### src/rtl/stage_2_multibool_if.sv
// Stage-2 transaction bus: stage-1 operands and handshake in, per-lane encode beat out.
interface stage_2_multibool_if #(
    parameter int RANGE_WIDTH = 16,
    parameter int D_SIZE      = 5,
    parameter int MAX_BOOL    = 8,
    parameter int BOOL_LANES  = 3,
    parameter int CNT_WIDTH   = $clog2(MAX_BOOL + 1)
);
    logic                              in_valid;
    logic                              in_ready;
    logic                              in_bool;
    logic [CNT_WIDTH-1:0]              in_num_bool;
    logic [MAX_BOOL-1:0]               in_symbols;
    logic [RANGE_WIDTH-1:0]            in_range;
    logic [RANGE_WIDTH-1:0]            UU;
    logic [RANGE_WIDTH-1:0]            VV;
    logic [RANGE_WIDTH-1:0]            lut_u;
    logic [RANGE_WIDTH-1:0]            lut_v;
    logic [RANGE_WIDTH-1:0]            lut_uv;
    logic                              comp_mux;

    logic                              out_valid;
    logic                              out_last;
    logic                              out_bool;
    logic                              out_comp_mux;
    logic [BOOL_LANES-1:0]             out_lane_valid;
    logic [BOOL_LANES-1:0]             out_symbol;
    logic [BOOL_LANES*D_SIZE-1:0]      out_d;
    logic [BOOL_LANES*RANGE_WIDTH-1:0] out_pre_low;
    logic [BOOL_LANES*RANGE_WIDTH-1:0] out_init_range;
    logic [RANGE_WIDTH:0]              out_u;
    logic [RANGE_WIDTH-1:0]            out_range;

    modport master (
        output in_valid, in_bool, in_num_bool, in_symbols, in_range,
               UU, VV, lut_u, lut_v, lut_uv, comp_mux,
        input  in_ready, out_valid, out_last, out_bool, out_comp_mux, out_lane_valid,
               out_symbol, out_d, out_pre_low, out_init_range, out_u, out_range
    );

    modport slave (
        input  in_valid, in_bool, in_num_bool, in_symbols, in_range,
               UU, VV, lut_u, lut_v, lut_uv, comp_mux,
        output in_ready, out_valid, out_last, out_bool, out_comp_mux, out_lane_valid,
               out_symbol, out_d, out_pre_low, out_init_range, out_u, out_range
    );
endinterface

### src/rtl/stage_2_multibool.sv
// Stage-2 encode/renormalization: one CDF symbol or a burst of 50% Booleans,
// BOOL_LANES Booleans per beat through a chained lane cascade.
//   state | meaning
//   IDLE  | ready; accepts a CDF symbol or the first beat of a Boolean burst
//   BUSY  | emitting further beats of a burst from range_q / sym_q / rem_q
module stage_2_multibool #(
    parameter int RANGE_WIDTH  = 16,
    parameter int D_SIZE       = 5,
    parameter int SYMBOL_WIDTH = 4,
    parameter int MAX_BOOL     = 8,
    parameter int BOOL_LANES   = 3,
    parameter int CNT_WIDTH    = $clog2(MAX_BOOL + 1)
) (
    input  logic               clk,
    input  logic               reset,
    stage_2_multibool_if.slave bus
);
    localparam int RW = RANGE_WIDTH;
    localparam int PW = 2 * RANGE_WIDTH;
    localparam int LRW = BOOL_LANES * RANGE_WIDTH;
    localparam int LDW = BOOL_LANES * D_SIZE;
    localparam logic [CNT_WIDTH-1:0] LanesC = CNT_WIDTH'(BOOL_LANES);
    localparam logic [CNT_WIDTH-1:0] MaxC   = CNT_WIDTH'(MAX_BOOL);
    // Only the symbol LSB reaches the Boolean lanes.
    localparam logic SymMask = (SYMBOL_WIDTH >= 1);

    typedef enum logic [0:0] {IDLE, BUSY} state_t;

    state_t                state_q;
    logic [RW-1:0]         range_q;
    logic [MAX_BOOL-1:0]   sym_q;
    logic [CNT_WIDTH-1:0]  rem_q;

    logic                  valid_q, last_q, bool_q, comp_q;
    logic [BOOL_LANES-1:0] lane_valid_q, symbol_q;
    logic [LDW-1:0]        d_q;
    logic [LRW-1:0]        pre_low_q, init_range_q;
    logic [RW:0]           u_q;
    logic [RW-1:0]         out_range_q;

    function automatic logic [D_SIZE-1:0] lzc(input logic [RW-1:0] x);
        logic [D_SIZE-1:0] c;
        logic              found;
        c = '0;
        found = 1'b0;
        for (int i = RW - 1; i >= 0; i--) begin
            if (!found) begin
                if (x[i]) found = 1'b1;
                else      c = c + D_SIZE'(1);
            end
        end
        return found ? c : '0;
    endfunction

    logic                 busy, beat_cdf, beat_bool, beat_last;
    logic [CNT_WIDTH-1:0] n_eff, cnt_sel;
    logic [RW-1:0]        base_range;
    logic [MAX_BOOL-1:0]  syms_sel;

    assign busy       = (state_q == BUSY);
    assign n_eff      = (bus.in_num_bool == '0) ? CNT_WIDTH'(1) :
                        (bus.in_num_bool > MaxC) ? MaxC : bus.in_num_bool;
    assign cnt_sel    = busy ? rem_q : n_eff;
    assign base_range = busy ? range_q : bus.in_range;
    assign syms_sel   = (busy ? sym_q : bus.in_symbols) & {MAX_BOOL{SymMask}};
    assign beat_cdf   = !busy && bus.in_valid && !bus.in_bool;
    assign beat_bool  = busy || (bus.in_valid && bus.in_bool);
    assign beat_last  = (cnt_sel <= LanesC);

    logic [RW-1:0]   rr, cdf_v, cdf_r1, cdf_r2, cdf_raw, cdf_range;
    logic [RW:0]     cdf_tu, cdf_u;
    logic [D_SIZE-1:0] cdf_d;

    assign rr        = bus.in_range >> 8;
    assign cdf_tu    = (RW+1)'((PW'(rr) * PW'(bus.UU)) >> 1);
    assign cdf_u     = cdf_tu + (RW+1)'(bus.lut_u);
    assign cdf_v     = RW'((PW'(rr) * PW'(bus.VV)) >> 1);
    assign cdf_r1    = cdf_tu[RW-1:0] - cdf_v + bus.lut_uv;
    assign cdf_r2    = bus.in_range - bus.lut_v - cdf_v;
    assign cdf_raw   = bus.comp_mux ? cdf_r1 : cdf_r2;
    assign cdf_d     = lzc(cdf_raw);
    assign cdf_range = cdf_raw << cdf_d;

    logic [BOOL_LANES-1:0] bl_valid_d, bl_sym_d;
    logic [LDW-1:0]        bl_d_d;
    logic [LRW-1:0]        bl_pre_d, bl_init_d;
    logic [RW-1:0]         bl_range_d;

    // Inactive lanes pass the range through, so the chain end is the last active lane's output.
    always_comb begin
        logic [RW-1:0] r, v, pre, raw;
        logic [1:0]    dd;
        r = base_range;
        v = '0;
        pre = '0;
        raw = '0;
        dd = '0;
        bl_valid_d = '0;
        bl_sym_d   = '0;
        bl_d_d     = '0;
        bl_pre_d   = '0;
        bl_init_d  = '0;
        for (int k = 0; k < BOOL_LANES; k++) begin
            if (k < int'(cnt_sel)) begin
                v   = ((r >> 8) << 7) + RW'(4);
                pre = r - v;
                raw = syms_sel[k] ? v : pre;
                dd  = raw[RW-1] ? 2'd0 : (raw[RW-2] ? 2'd1 : 2'd2);
                bl_valid_d[k]               = 1'b1;
                bl_sym_d[k]                 = syms_sel[k];
                bl_d_d[k*D_SIZE +: D_SIZE]  = D_SIZE'(dd);
                bl_pre_d[k*RW +: RW]        = pre;
                bl_init_d[k*RW +: RW]       = r;
                r = raw << dd;
            end
        end
        bl_range_d = r;
    end

    always_ff @(posedge clk) begin
        if (reset) begin
            state_q      <= IDLE;
            range_q      <= '0;
            sym_q        <= '0;
            rem_q        <= '0;
            valid_q      <= 1'b0;
            last_q       <= 1'b0;
            bool_q       <= 1'b0;
            comp_q       <= 1'b0;
            lane_valid_q <= '0;
            symbol_q     <= '0;
            d_q          <= '0;
            pre_low_q    <= '0;
            init_range_q <= '0;
            u_q          <= '0;
            out_range_q  <= '0;
        end else begin
            valid_q <= beat_cdf || beat_bool;
            if (beat_cdf) begin
                last_q       <= 1'b1;
                bool_q       <= 1'b0;
                comp_q       <= bus.comp_mux;
                lane_valid_q <= BOOL_LANES'(1);
                symbol_q     <= '0;
                d_q          <= LDW'(cdf_d);
                pre_low_q    <= '0;
                init_range_q <= LRW'(bus.in_range);
                u_q          <= cdf_u;
                out_range_q  <= cdf_range;
            end else if (beat_bool) begin
                last_q       <= beat_last;
                bool_q       <= 1'b1;
                comp_q       <= 1'b0;
                lane_valid_q <= bl_valid_d;
                symbol_q     <= bl_sym_d;
                d_q          <= bl_d_d;
                pre_low_q    <= bl_pre_d;
                init_range_q <= bl_init_d;
                u_q          <= '0;
                out_range_q  <= bl_range_d;
                if (beat_last) begin
                    state_q <= IDLE;
                end else begin
                    state_q <= BUSY;
                    sym_q   <= syms_sel >> BOOL_LANES;
                    rem_q   <= cnt_sel - LanesC;
                    range_q <= bl_range_d;
                end
            end
        end
    end

    assign bus.in_ready       = (state_q == IDLE);
    assign bus.out_valid      = valid_q;
    assign bus.out_last       = last_q;
    assign bus.out_bool       = bool_q;
    assign bus.out_comp_mux   = comp_q;
    assign bus.out_lane_valid = lane_valid_q;
    assign bus.out_symbol     = symbol_q;
    assign bus.out_d          = d_q;
    assign bus.out_pre_low    = pre_low_q;
    assign bus.out_init_range = init_range_q;
    assign bus.out_u          = u_q;
    assign bus.out_range      = out_range_q;
endmodule

### src/flat_wrapper.sv
// flat-port wrapper written by rule: the top's interface ports become plain ports
module stage_2_multibool_flat 
#(
    parameter int RANGE_WIDTH  = 16,
    parameter int D_SIZE       = 5,
    parameter int SYMBOL_WIDTH = 4,
    parameter int MAX_BOOL     = 8,
    parameter int BOOL_LANES   = 3,
    parameter int CNT_WIDTH    = $clog2(MAX_BOOL + 1)
)
  (clk, reset, bus_in_valid, bus_in_bool, bus_in_num_bool, bus_in_symbols, bus_in_range, bus_UU, bus_VV, bus_lut_u, bus_lut_v, bus_lut_uv, bus_comp_mux, bus_in_ready, bus_out_valid, bus_out_last, bus_out_bool, bus_out_comp_mux, bus_out_lane_valid, bus_out_symbol, bus_out_d, bus_out_pre_low, bus_out_init_range, bus_out_u, bus_out_range);
  stage_2_multibool_if #(.RANGE_WIDTH(RANGE_WIDTH), .D_SIZE(D_SIZE), .MAX_BOOL(MAX_BOOL), .BOOL_LANES(BOOL_LANES), .CNT_WIDTH(CNT_WIDTH)) bus_i ();
  input  logic clk;
  input  logic reset;
  input wire logic [$bits(bus_i.in_valid)-1:0] bus_in_valid;
  input wire logic [$bits(bus_i.in_bool)-1:0] bus_in_bool;
  input wire logic [$bits(bus_i.in_num_bool)-1:0] bus_in_num_bool;
  input wire logic [$bits(bus_i.in_symbols)-1:0] bus_in_symbols;
  input wire logic [$bits(bus_i.in_range)-1:0] bus_in_range;
  input wire logic [$bits(bus_i.UU)-1:0] bus_UU;
  input wire logic [$bits(bus_i.VV)-1:0] bus_VV;
  input wire logic [$bits(bus_i.lut_u)-1:0] bus_lut_u;
  input wire logic [$bits(bus_i.lut_v)-1:0] bus_lut_v;
  input wire logic [$bits(bus_i.lut_uv)-1:0] bus_lut_uv;
  input wire logic [$bits(bus_i.comp_mux)-1:0] bus_comp_mux;
  output wire logic [$bits(bus_i.in_ready)-1:0] bus_in_ready;
  output wire logic [$bits(bus_i.out_valid)-1:0] bus_out_valid;
  output wire logic [$bits(bus_i.out_last)-1:0] bus_out_last;
  output wire logic [$bits(bus_i.out_bool)-1:0] bus_out_bool;
  output wire logic [$bits(bus_i.out_comp_mux)-1:0] bus_out_comp_mux;
  output wire logic [$bits(bus_i.out_lane_valid)-1:0] bus_out_lane_valid;
  output wire logic [$bits(bus_i.out_symbol)-1:0] bus_out_symbol;
  output wire logic [$bits(bus_i.out_d)-1:0] bus_out_d;
  output wire logic [$bits(bus_i.out_pre_low)-1:0] bus_out_pre_low;
  output wire logic [$bits(bus_i.out_init_range)-1:0] bus_out_init_range;
  output wire logic [$bits(bus_i.out_u)-1:0] bus_out_u;
  output wire logic [$bits(bus_i.out_range)-1:0] bus_out_range;
  assign bus_i.in_valid = bus_in_valid;
  assign bus_i.in_bool = bus_in_bool;
  assign bus_i.in_num_bool = bus_in_num_bool;
  assign bus_i.in_symbols = bus_in_symbols;
  assign bus_i.in_range = bus_in_range;
  assign bus_i.UU = bus_UU;
  assign bus_i.VV = bus_VV;
  assign bus_i.lut_u = bus_lut_u;
  assign bus_i.lut_v = bus_lut_v;
  assign bus_i.lut_uv = bus_lut_uv;
  assign bus_i.comp_mux = bus_comp_mux;
  assign bus_in_ready = bus_i.in_ready;
  assign bus_out_valid = bus_i.out_valid;
  assign bus_out_last = bus_i.out_last;
  assign bus_out_bool = bus_i.out_bool;
  assign bus_out_comp_mux = bus_i.out_comp_mux;
  assign bus_out_lane_valid = bus_i.out_lane_valid;
  assign bus_out_symbol = bus_i.out_symbol;
  assign bus_out_d = bus_i.out_d;
  assign bus_out_pre_low = bus_i.out_pre_low;
  assign bus_out_init_range = bus_i.out_init_range;
  assign bus_out_u = bus_i.out_u;
  assign bus_out_range = bus_i.out_range;
  stage_2_multibool #(.RANGE_WIDTH(RANGE_WIDTH), .D_SIZE(D_SIZE), .SYMBOL_WIDTH(SYMBOL_WIDTH), .MAX_BOOL(MAX_BOOL), .BOOL_LANES(BOOL_LANES), .CNT_WIDTH(CNT_WIDTH)) u_core (.clk(clk), .reset(reset), .bus(bus_i));
endmodule
### config.mk
export PLATFORM = sky130hd
export DESIGN_NAME = stage_2_multibool_flat
export DESIGN_NICKNAME = d
export VERILOG_FILES = /design/src/rtl/stage_2_multibool_if.sv /design/src/rtl/stage_2_multibool.sv /design/src/flat_wrapper.sv
export SDC_FILE = /design/constraint.sdc
export NUM_CORES = 1
export LEC_CHECK = 0
export CORE_MARGIN = 1
export CORE_UTILIZATION = 40
export DETAILED_ROUTE_END_ITERATION = 12
export PLACE_DENSITY = 0.69
export SLEW_MARGIN = 20
export SYNTH_ARGS = -nofsm -noshare
export SYNTH_HDL_FRONTEND = slang
export SYNTH_SLANG_ARGS = --single-unit
### constraint.sdc
create_clock -name clk -period 20.8 [get_ports clk]
set_clock_uncertainty 0.05 [all_clocks]
set_input_delay 4.16 -clock clk [delete_from_list [all_inputs] [get_ports clk]]
set_output_delay 4.16 -clock clk [all_outputs]
set_load 0.03 [all_outputs]
==> summary.txt, run 1 <==
Reg2Reg Depth: 42
Mapped Cells: 2856
number of distinct library cells after synthesis: 111
Max stage delay cell, worst path: fa_1
CTS Sinks: 170
vias in the first global route: 20.3k
status: finished, final reports clean
H-tree Lvls: 4
most frequent cells in the layout: inv_1 (304), nand2_1 (282), nor2_1 (273)
first-pass iteration count of the detailed router: 7
Post-Place Cells: 3767
GR Overflow Total: 0
Final HPWL DP: 61200 um
DP Area: 0.0256 mm^2
post-synth top area share: 15.3%
die area: 0.0565 mm^2
# DRC: 0
CTS tree: built
Routed Antenna Nets: 0
max-slew violations: 0
Slew @ Worst Pin: 1.15 ns
GP Congestion: 0.968
post-route insts no fill: 3822
register area share after synthesis: 15.3%
EDFF count, synth: 0
DR vias/cell: 5.72
Hold Path Class: flip-flop to flip-flop
Final setup viols: 0
WS Path Type: input port to flip-flop
Worst path max stage delay: 0.55 ns
synthesized area per cell: 7.78 um^2
io pins: 268
fmax: 0.0500 GHz
IO Port Bufs: 261
Area contributors post-synth: dfxtp_1 (15%), fa_1 (15%), ha_1 (8.4%), inv_1 (5.2%), nand2_1 (4.8%)
top cell type by total area after synthesis: dfxtp_1
maxcap violations: 0
pin count of the biggest net entering global routing: 87
Final nets: 3487
CTS root buf: clkbuf_16
CP max FO: 8
Critical Path Start Type: input port
Iter 0 DRT Violations: 2032
ratio of cells with drive above 1 in the final layout: 7.25%
Die X: 238 um
hold depth: 2
Core Area: 0.0543 mm^2
post-DR wirelength/cell: 20.5 um
clock tree buffer depth: 2
Worst slew margin: 23.5%
first-pass GRT wire length: 119000 um
Most used DFF post-synth: dfxtp_1
most common cell after layout, fill and taps aside: inv_1
Post-Synthesis Cell Area: 0.0222 mm^2
num rows: 85
crit end category: flip-flop
Starting Density: 40.9%
Final Hold Fails: 0
Critical Path Most Common Cell: ha_1
Tmin final: 19.99 ns
Die H: 238 um
Worst EP required: 21.11 ns
final cycle utilization of the critical path: 96.1%
Layout area overhead: 20.0%
clk slew on worst S/H paths: 0.08 ns
Tot GR Track Use: 27.2%
ys async rst share: 0%
Hold Buf Count CTS: 0
Critical Path AT: 20.30 ns
Final Cell Area: 0.0267 mm^2
synthesis warning total: 0
DRT Wirelength: 78300 um
filler instances: 5363
Seq cells post-synth: 170
Worst-Skew Late Latency: 0.51 ns
Inserted Clock Buffers: 17
antenna violations before repair: 8
via count: 21.9k
==> synth_stat cells (10+ instances only) <==
cell and n:
and3_1 13, o211ai_1 22, nand4_1 12, nand2_1 283, a22oi_1 69, o22ai_1 11
a21o_1 37, dfxtp_1 170, o221ai_1 10, a31oi_1 24, inv_1 305, a311oi_1 13
o21bai_1 30, nor2_1 280, o21a_1 16, fa_1 162, a211o_1 11, nand3_1 51
a211oi_1 45, a21oi_1 170, mux2_2 24, nor3_1 71, a22o_1 21, clkbuf_1 122
o21ai_0 95, nor4_1 14, xor2_1 31, and2_1 164, nand2b_1 21, a221oi_1 20
o31ai_1 13, xnor2_1 96, ha_1 149, mux2i_1 62, buf_4 11
==> flip-flops by register name (all words and copies together) (netlist names), 3 cells and up <==
| register | flops |
|---|---|
| u_core.bus.out_u | 17 |
| u_core.bus.out_range | 16 |
| u_core.bus.out_symbol | 3 |
| u_core.bus.out_lane_valid | 3 |
| u_core.bus.out_pre_low | 44 |
| u_core.bus.out_init_range | 48 |
| u_core.range_q | 16 |
| u_core.rem_q | 4 |
| u_core.bus.out_d | 9 |
| u_core.sym_q | 5 |
==> stage by stage <==
step / hold WS [ns] / TNS, ns / setup slack (ns) / utilization, %
after floorplan: 0.382 / 0 / 0.870 / -
after global placement: 0.391 / 0 / 0.0798 / 47.1
after detailed placement: 0.396 / -2.15 / -0.319 / 47.1
after CTS: 0.407 / 0 / 0.125 / 48.3
after global routing: 0.425 / -0.274 / -0.0953 / 49.0
final: 0.405 / 0 / 0.809 / 49.0
==> area by class of cell <==
type                            instances  area [um^2]  share of cell area, %
Timing Repair Buffer                  333         3310                   12.4
Sequential cell                       170         3400                   12.8
Multi-Input combinational cell       2234        17200                   64.6
Clock inverter                         15          213                  0.798
Antenna cell                            7         17.5                 0.0657
Tap cell                              739          925                   3.47
Clock buffer                           17          425                   1.60
Inverter                              307         1150                   4.32
==> per-layer routing <==
metal	track usage, %	part of all wire, %	vias up
met5	0	0.020	-
met4	10.5	3.7	2
met3	5.24	8.2	146
met2	41.8	45	929
met1	37.5	44	10475
li1	-	-	10319
==> worst paths after layout <==
kind	startpoint	end	slack (ns)
setup reg to reg	u_core.busy	u_core.bus.out_range[15]	8.65
setup / recovery	bus_in_range[15]	u_core.bus.out_range[15]	0.81
hold / removal	u_core.bus.out_init_range[21]	u_core.bus.out_init_range[21]	0.41
hold reg to reg	u_core.bus.out_init_range[21]	u_core.bus.out_init_range[21]	0.41
==> cells by family after synthesis <==
group | count (synthesis) | synth area share [%]
and+or+nand+nor | 979 | 21.1
other | 1 | 0.0169
adders and majority gates | 314 | 23.1
buffers and inverters | 458 | 8.13
muxes | 89 | 4.21
xor gates and xnor gates | 131 | 5.42
DFF | 170 | 15.3
AOI/OAI and AO/OA | 714 | 22.7
==> critical path, delay by kind of cell <==
family	cells	cell delay [ns]
AOI/OAI and AO/OA	19	3.00
xor gates and xnor gates	3	0.62
adders and majority gates	20	7.14
buffers and inverters	7	1.04
muxes	11	2.27
and+or+nand+nor	19	2.04
==> timing repair <==
action | CTS | global route
gates resized for setup | 0 | 58
setup buffers | 0 | 10
setup endpoints to repair | 0 | 17
Power of run 1 is left out: the tool's default activity adds up to more than one toggle a clock period on the data nets, which glitch-free logic cannot reach.
==> run 2: changes to the inputs <==
CELL_PAD_IN_SITES_DETAIL_PLACEMENT = 1   (was unset)
CELL_PAD_IN_SITES_GLOBAL_PLACEMENT = 1   (was unset)
CORE_UTILIZATION = 39   (was 40)
PLACE_DENSITY = unset   (was 0.69)
PLACE_DENSITY_LB_ADDON = 0.1   (was unset)
==> run 2 against run 1 <==
Against the previous run:
- core utilization fell by 1.3 points
- cell area rose by 0.90%
- register-to-register slack got worse by 0.89 ns
- non-clock buffer count rose by 15
- count of clock-buffer cells in the layout did not move
- critical endpoint is now u_core.bus.out_range[13]
==> summary.txt, run 2 (synthesis gave the netlist of run 1 again) <==
status: finished, final reports clean
maxcap violations: 0
most frequent cells in the layout: inv_1 (305), nand2_1 (282), nor2_1 (276)
met2 WL post-DR: 41800 um
vias in the first global route: 22.8k
FF-to-FF End: u_core.bus.out_range[15]
GP Congestion: 0.953
CTS tree: built
# DRC: 0
Reg2Reg Launch Point: u_core.busy
Final HPWL DP: 71200 um
most common cell after layout, fill and taps aside: inv_1
Critical Path Most Common Cell: ha_1
fin util: 47.8%
Reg2Reg Depth: 39
Max stage delay cell, worst path: clkdlybuf4s50_1
Worst path max stage delay: 0.62 ns
first-pass GRT wire length: 135000 um
Iter 0 DRT Violations: 1371
post-route insts no fill: 3847
antenna violations before repair: 2
clock tree buffer depth: 2
DP Area: 0.0258 mm^2
hold depth: 2
crit end category: flip-flop
max-slew violations: 0
Critical path origin: bus_UU[7]
wire length on met3: 3920 um
DR vias/cell: 5.78
Metal-1 WL: 40300 um
CP max FO: 8
Final Hold Fails: 0
Tmin final: 19.99 ns
filler instances: 6835
ratio of cells with drive above 1 in the final layout: 7.96%
hold path endpoint: u_core.bus.out_u[1]
DRT Wirelength: 88900 um
Hold Crit Start: u_core.bus.out_u[1]
Final Cell Area: 0.0269 mm^2
GR Overflow Total: 0
setup TNS: 0 ns
Routed Antenna Nets: 0
IO Port Bufs: 261
post-DR wirelength/cell: 23.1 um
Final nets: 3501
first-pass iteration count of the detailed router: 6
die area: 0.0579 mm^2
Hold Buf Count CTS: 0
Tot GR Track Use: 30.5%
Final setup viols: 0
Hold Path Class: flip-flop to flip-flop
Worst EP required: 21.09 ns
via count: 22.3k
Worst slew margin: 11.4%
WS Path Type: input port to flip-flop
clk slew on worst S/H paths: 0.08 ns
Core Area: 0.0563 mm^2
Inserted Clock Buffers: 17
H-tree Lvls: 4
io pins: 268
Layout area overhead: 21.1%
Largest register FFs: 48
Critical Path Start Type: input port
Die H: 241 um
Slew @ Worst Pin: 1.33 ns
fmax: 0.0500 GHz
Starting Density: 39.5%
num rows: 87
register-to-register setup slack: 7.76 ns
CTS root buf: clkbuf_16
Critical Path AT: 20.28 ns
Die X: 241 um
Worst-Skew Late Latency: 0.49 ns
pin count of the biggest net entering global routing: 82
CTS Sinks: 170
top layer in use: met5
final cycle utilization of the critical path: 96.1%
Post-Place Cells: 3806
## run 2: layer usage
metal  global-route usage [%]  vias up
li1                         -    10330
met1                     41.4    11184
met2                     49.7      604
met3                     3.42      134
met4                     11.3        2
met5                        0        -
## run 2: critical path: cells and delay by family
kind / cells / cell delay [ns]
AOI/OAI and AO/OA: 20 / 3.07
buffers and inverters: 9 / 1.33
adders and majority gates: 20 / 7.04
muxes: 12 / 2.31
and+or+nand+nor: 15 / 1.77
xor gates and xnor gates: 3 / 0.58
## run 2: layout make-up
cell class | count | area, um^2 | share of cell area, %
Antenna cell | 1 | 2.50 | 0.00931
Clock buffer | 17 | 425 | 1.58
Clock inverter | 15 | 215 | 0.800
Inverter | 307 | 1150 | 4.29
Multi-Input combinational cell | 2233 | 17300 | 64.3
Sequential cell | 170 | 3400 | 12.7
Tap cell | 756 | 946 | 3.52
Timing Repair Buffer | 348 | 3450 | 12.8
## run 2: worst max path at each step
stage          depth (start not counted)  slack (ns)                       end
2_1_floorplan                         85        0.87  u_core.bus.out_range[15]
3_3_place_gp                          79        0.08  u_core.bus.out_range[13]
3_5_place_dp                          80       -0.33  u_core.bus.out_range[13]
4_1_cts                               80        0.09  u_core.bus.out_range[13]
5_1_grt                               79       -0.05  u_core.bus.out_range[13]
6_report                              79        0.81  u_core.bus.out_range[13]
## run 2: through the flow
step                      setup WS, ns  hold WS, ns
final                            0.811        0.410
after global routing           -0.0543        0.428
after CTS                       0.0885        0.415
after detailed placement        -0.333        0.397
after global placement          0.0798        0.386
after floorplan                  0.870        0.382
## run 2: timing repair
| action | 4_1_cts | 5_1_grt |
|---|---|---|
| buffers inserted | 0 | 5 |
| endpoints found under the setup margin | 0 | 19 |
| gates resized for setup | 0 | 74 |
Power of run 2 is left out for the same reason.
==> run 3: changes to the inputs <==
CAP_MARGIN = 20   (was unset)
==> run 3 against run 2 <==
Against the previous run:
- cell area shrank 0.18%
- die area is the same
- register-to-register slack barely moved
- fmax shrank 0.18%
- wire length rose by 0.13%
- sequential cell count stayed put
- critical endpoint unchanged
==> summary.txt, run 3 (synthesis gave the netlist of run 1 again) <==
Slew @ Worst Pin: 1.23 ns
area of the multi-input gates: 0.0173 mm^2
Post-Place Cells: 3807
Final setup viols: 0
Routed Antenna Nets: 0
CP Buf/Inv Count: 10
Largest register FFs: 48
post-DR wirelength/cell: 23.1 um
most frequent cells in the layout: inv_1 (304), nand2_1 (281), nor2_1 (277)
num rows: 87
# DRC: 0
Die H: 241 um
fin util: 47.7%
post-route insts no fill: 3847
first-pass iteration count of the detailed router: 5
Worst slew margin: 17.8%
fmax: 0.0499 GHz
Worst-Skew Late Latency: 0.49 ns
WS Path Type: input port to flip-flop
clock tree buffer depth: 2
Starting Density: 39.5%
Worst EP required: 21.09 ns
crit end category: flip-flop
io pins: 268
FF-to-FF End: u_core.bus.out_range[15]
setup TNS: 0 ns
Worst path max stage delay: 0.56 ns
Core Area: 0.0563 mm^2
Critical Path Most Common Cell: ha_1
CTS root buf: clkbuf_16
Final HPWL DP: 71300 um
Reg2Reg Depth: 38
pin count of the biggest net entering global routing: 82
ratio of cells with drive above 1 in the final layout: 7.77%
maxcap violations: 0
Layout area overhead: 20.9%
final cycle utilization of the critical path: 96.3%
Inserted Clock Buffers: 17
via count: 22.3k
Max stage delay cell, worst path: fa_1
status: finished, final reports clean
most common cell after layout, fill and taps aside: inv_1
DR vias/cell: 5.80
DRT Wirelength: 89000 um
Reg2Reg Launch Point: u_core.busy
Critical path origin: bus_VV[3]
Hold Slack: 0.414 ns
Hold Buf Count CTS: 0
H-tree Lvls: 4
IO Port Bufs: 261
Die X: 241 um
CP max FO: 6
die area: 0.0579 mm^2
filler instances: 6809
Critical Path AT: 20.32 ns
Hold Path Class: flip-flop to flip-flop
Critical Path Start Type: input port
vias in the first global route: 22.9k
GR Overflow Total: 0
Tot GR Track Use: 30.4%
antenna violations before repair: 6
CP endpoint: u_core.bus.out_range[13]
first-pass GRT wire length: 135000 um
CTS tree: built
register area: 0.00340 mm^2
Final nets: 3500
Final Hold Fails: 0
max-slew violations: 0
CP Depth: 80
register-to-register setup slack: 7.75 ns
GP Congestion: 0.953
Iter 0 DRT Violations: 1255
CP delay by family, top: adder cells
CTS Sinks: 170
Tmin final: 20.03 ns
clk slew on worst S/H paths: 0.08 ns
## run 3: worst min path at each step
stage / from / end / cells past startpoint
6_report: u_core.bus.out_pre_low[2] / u_core.bus.out_pre_low[2] / 2
5_1_grt: u_core.bus.out_d[10] / u_core.bus.out_d[10] / 2
4_1_cts: u_core.sym_q[4] / u_core.sym_q[4] / 2
3_5_place_dp: u_core.bus.out_d[10] / u_core.bus.out_d[10] / 2
3_3_place_gp: u_core.bus.out_u[1] / u_core.bus.out_u[1] / 2
2_1_floorplan: u_core.sym_q[3] / u_core.sym_q[3] / 2
## run 3: per-layer routing
layer,part of all wire (%),GRT usage (%),vias to the layer above
met5,0.071,0,-
met4,3.3,11.9,8
met3,4.6,4.17,146
met2,47,49.7,577
met1,45,40.4,11251
li1,-,-,10317
## run 3: tightest hold or removal path, stage by stage, from the launching register on
cell     delay [ns]
dfxtp_1        0.32
nand2_1        0.05
a21oi_1        0.05
## run 3: cell type report
type,count,area share (%)
flip-flops and latches,170,12.7
clock inverters,15,0.783
clock buffers,17,1.58
inverters,307,4.29
repair buffers,347,12.8
well taps,756,3.52
multi-input cells,2233,64.3
diodes,2,0.0186
## run 3: timing repair
item | in CTS | in global routing
endpoints found under the setup margin | 0 | 19
gates resized for setup | 0 | 62
setup buffers | 0 | 3
## run 3: stage by stage
stage	cell area (um^2)	setup WS [ns]
floorplan	22200	0.870
global placement	25800	0.0798
detailed placement	25800	-0.298
CTS	26500	0.168
global route	26800	-0.0305
finish	26800	0.774
Power of run 3 is left out for the same reason.
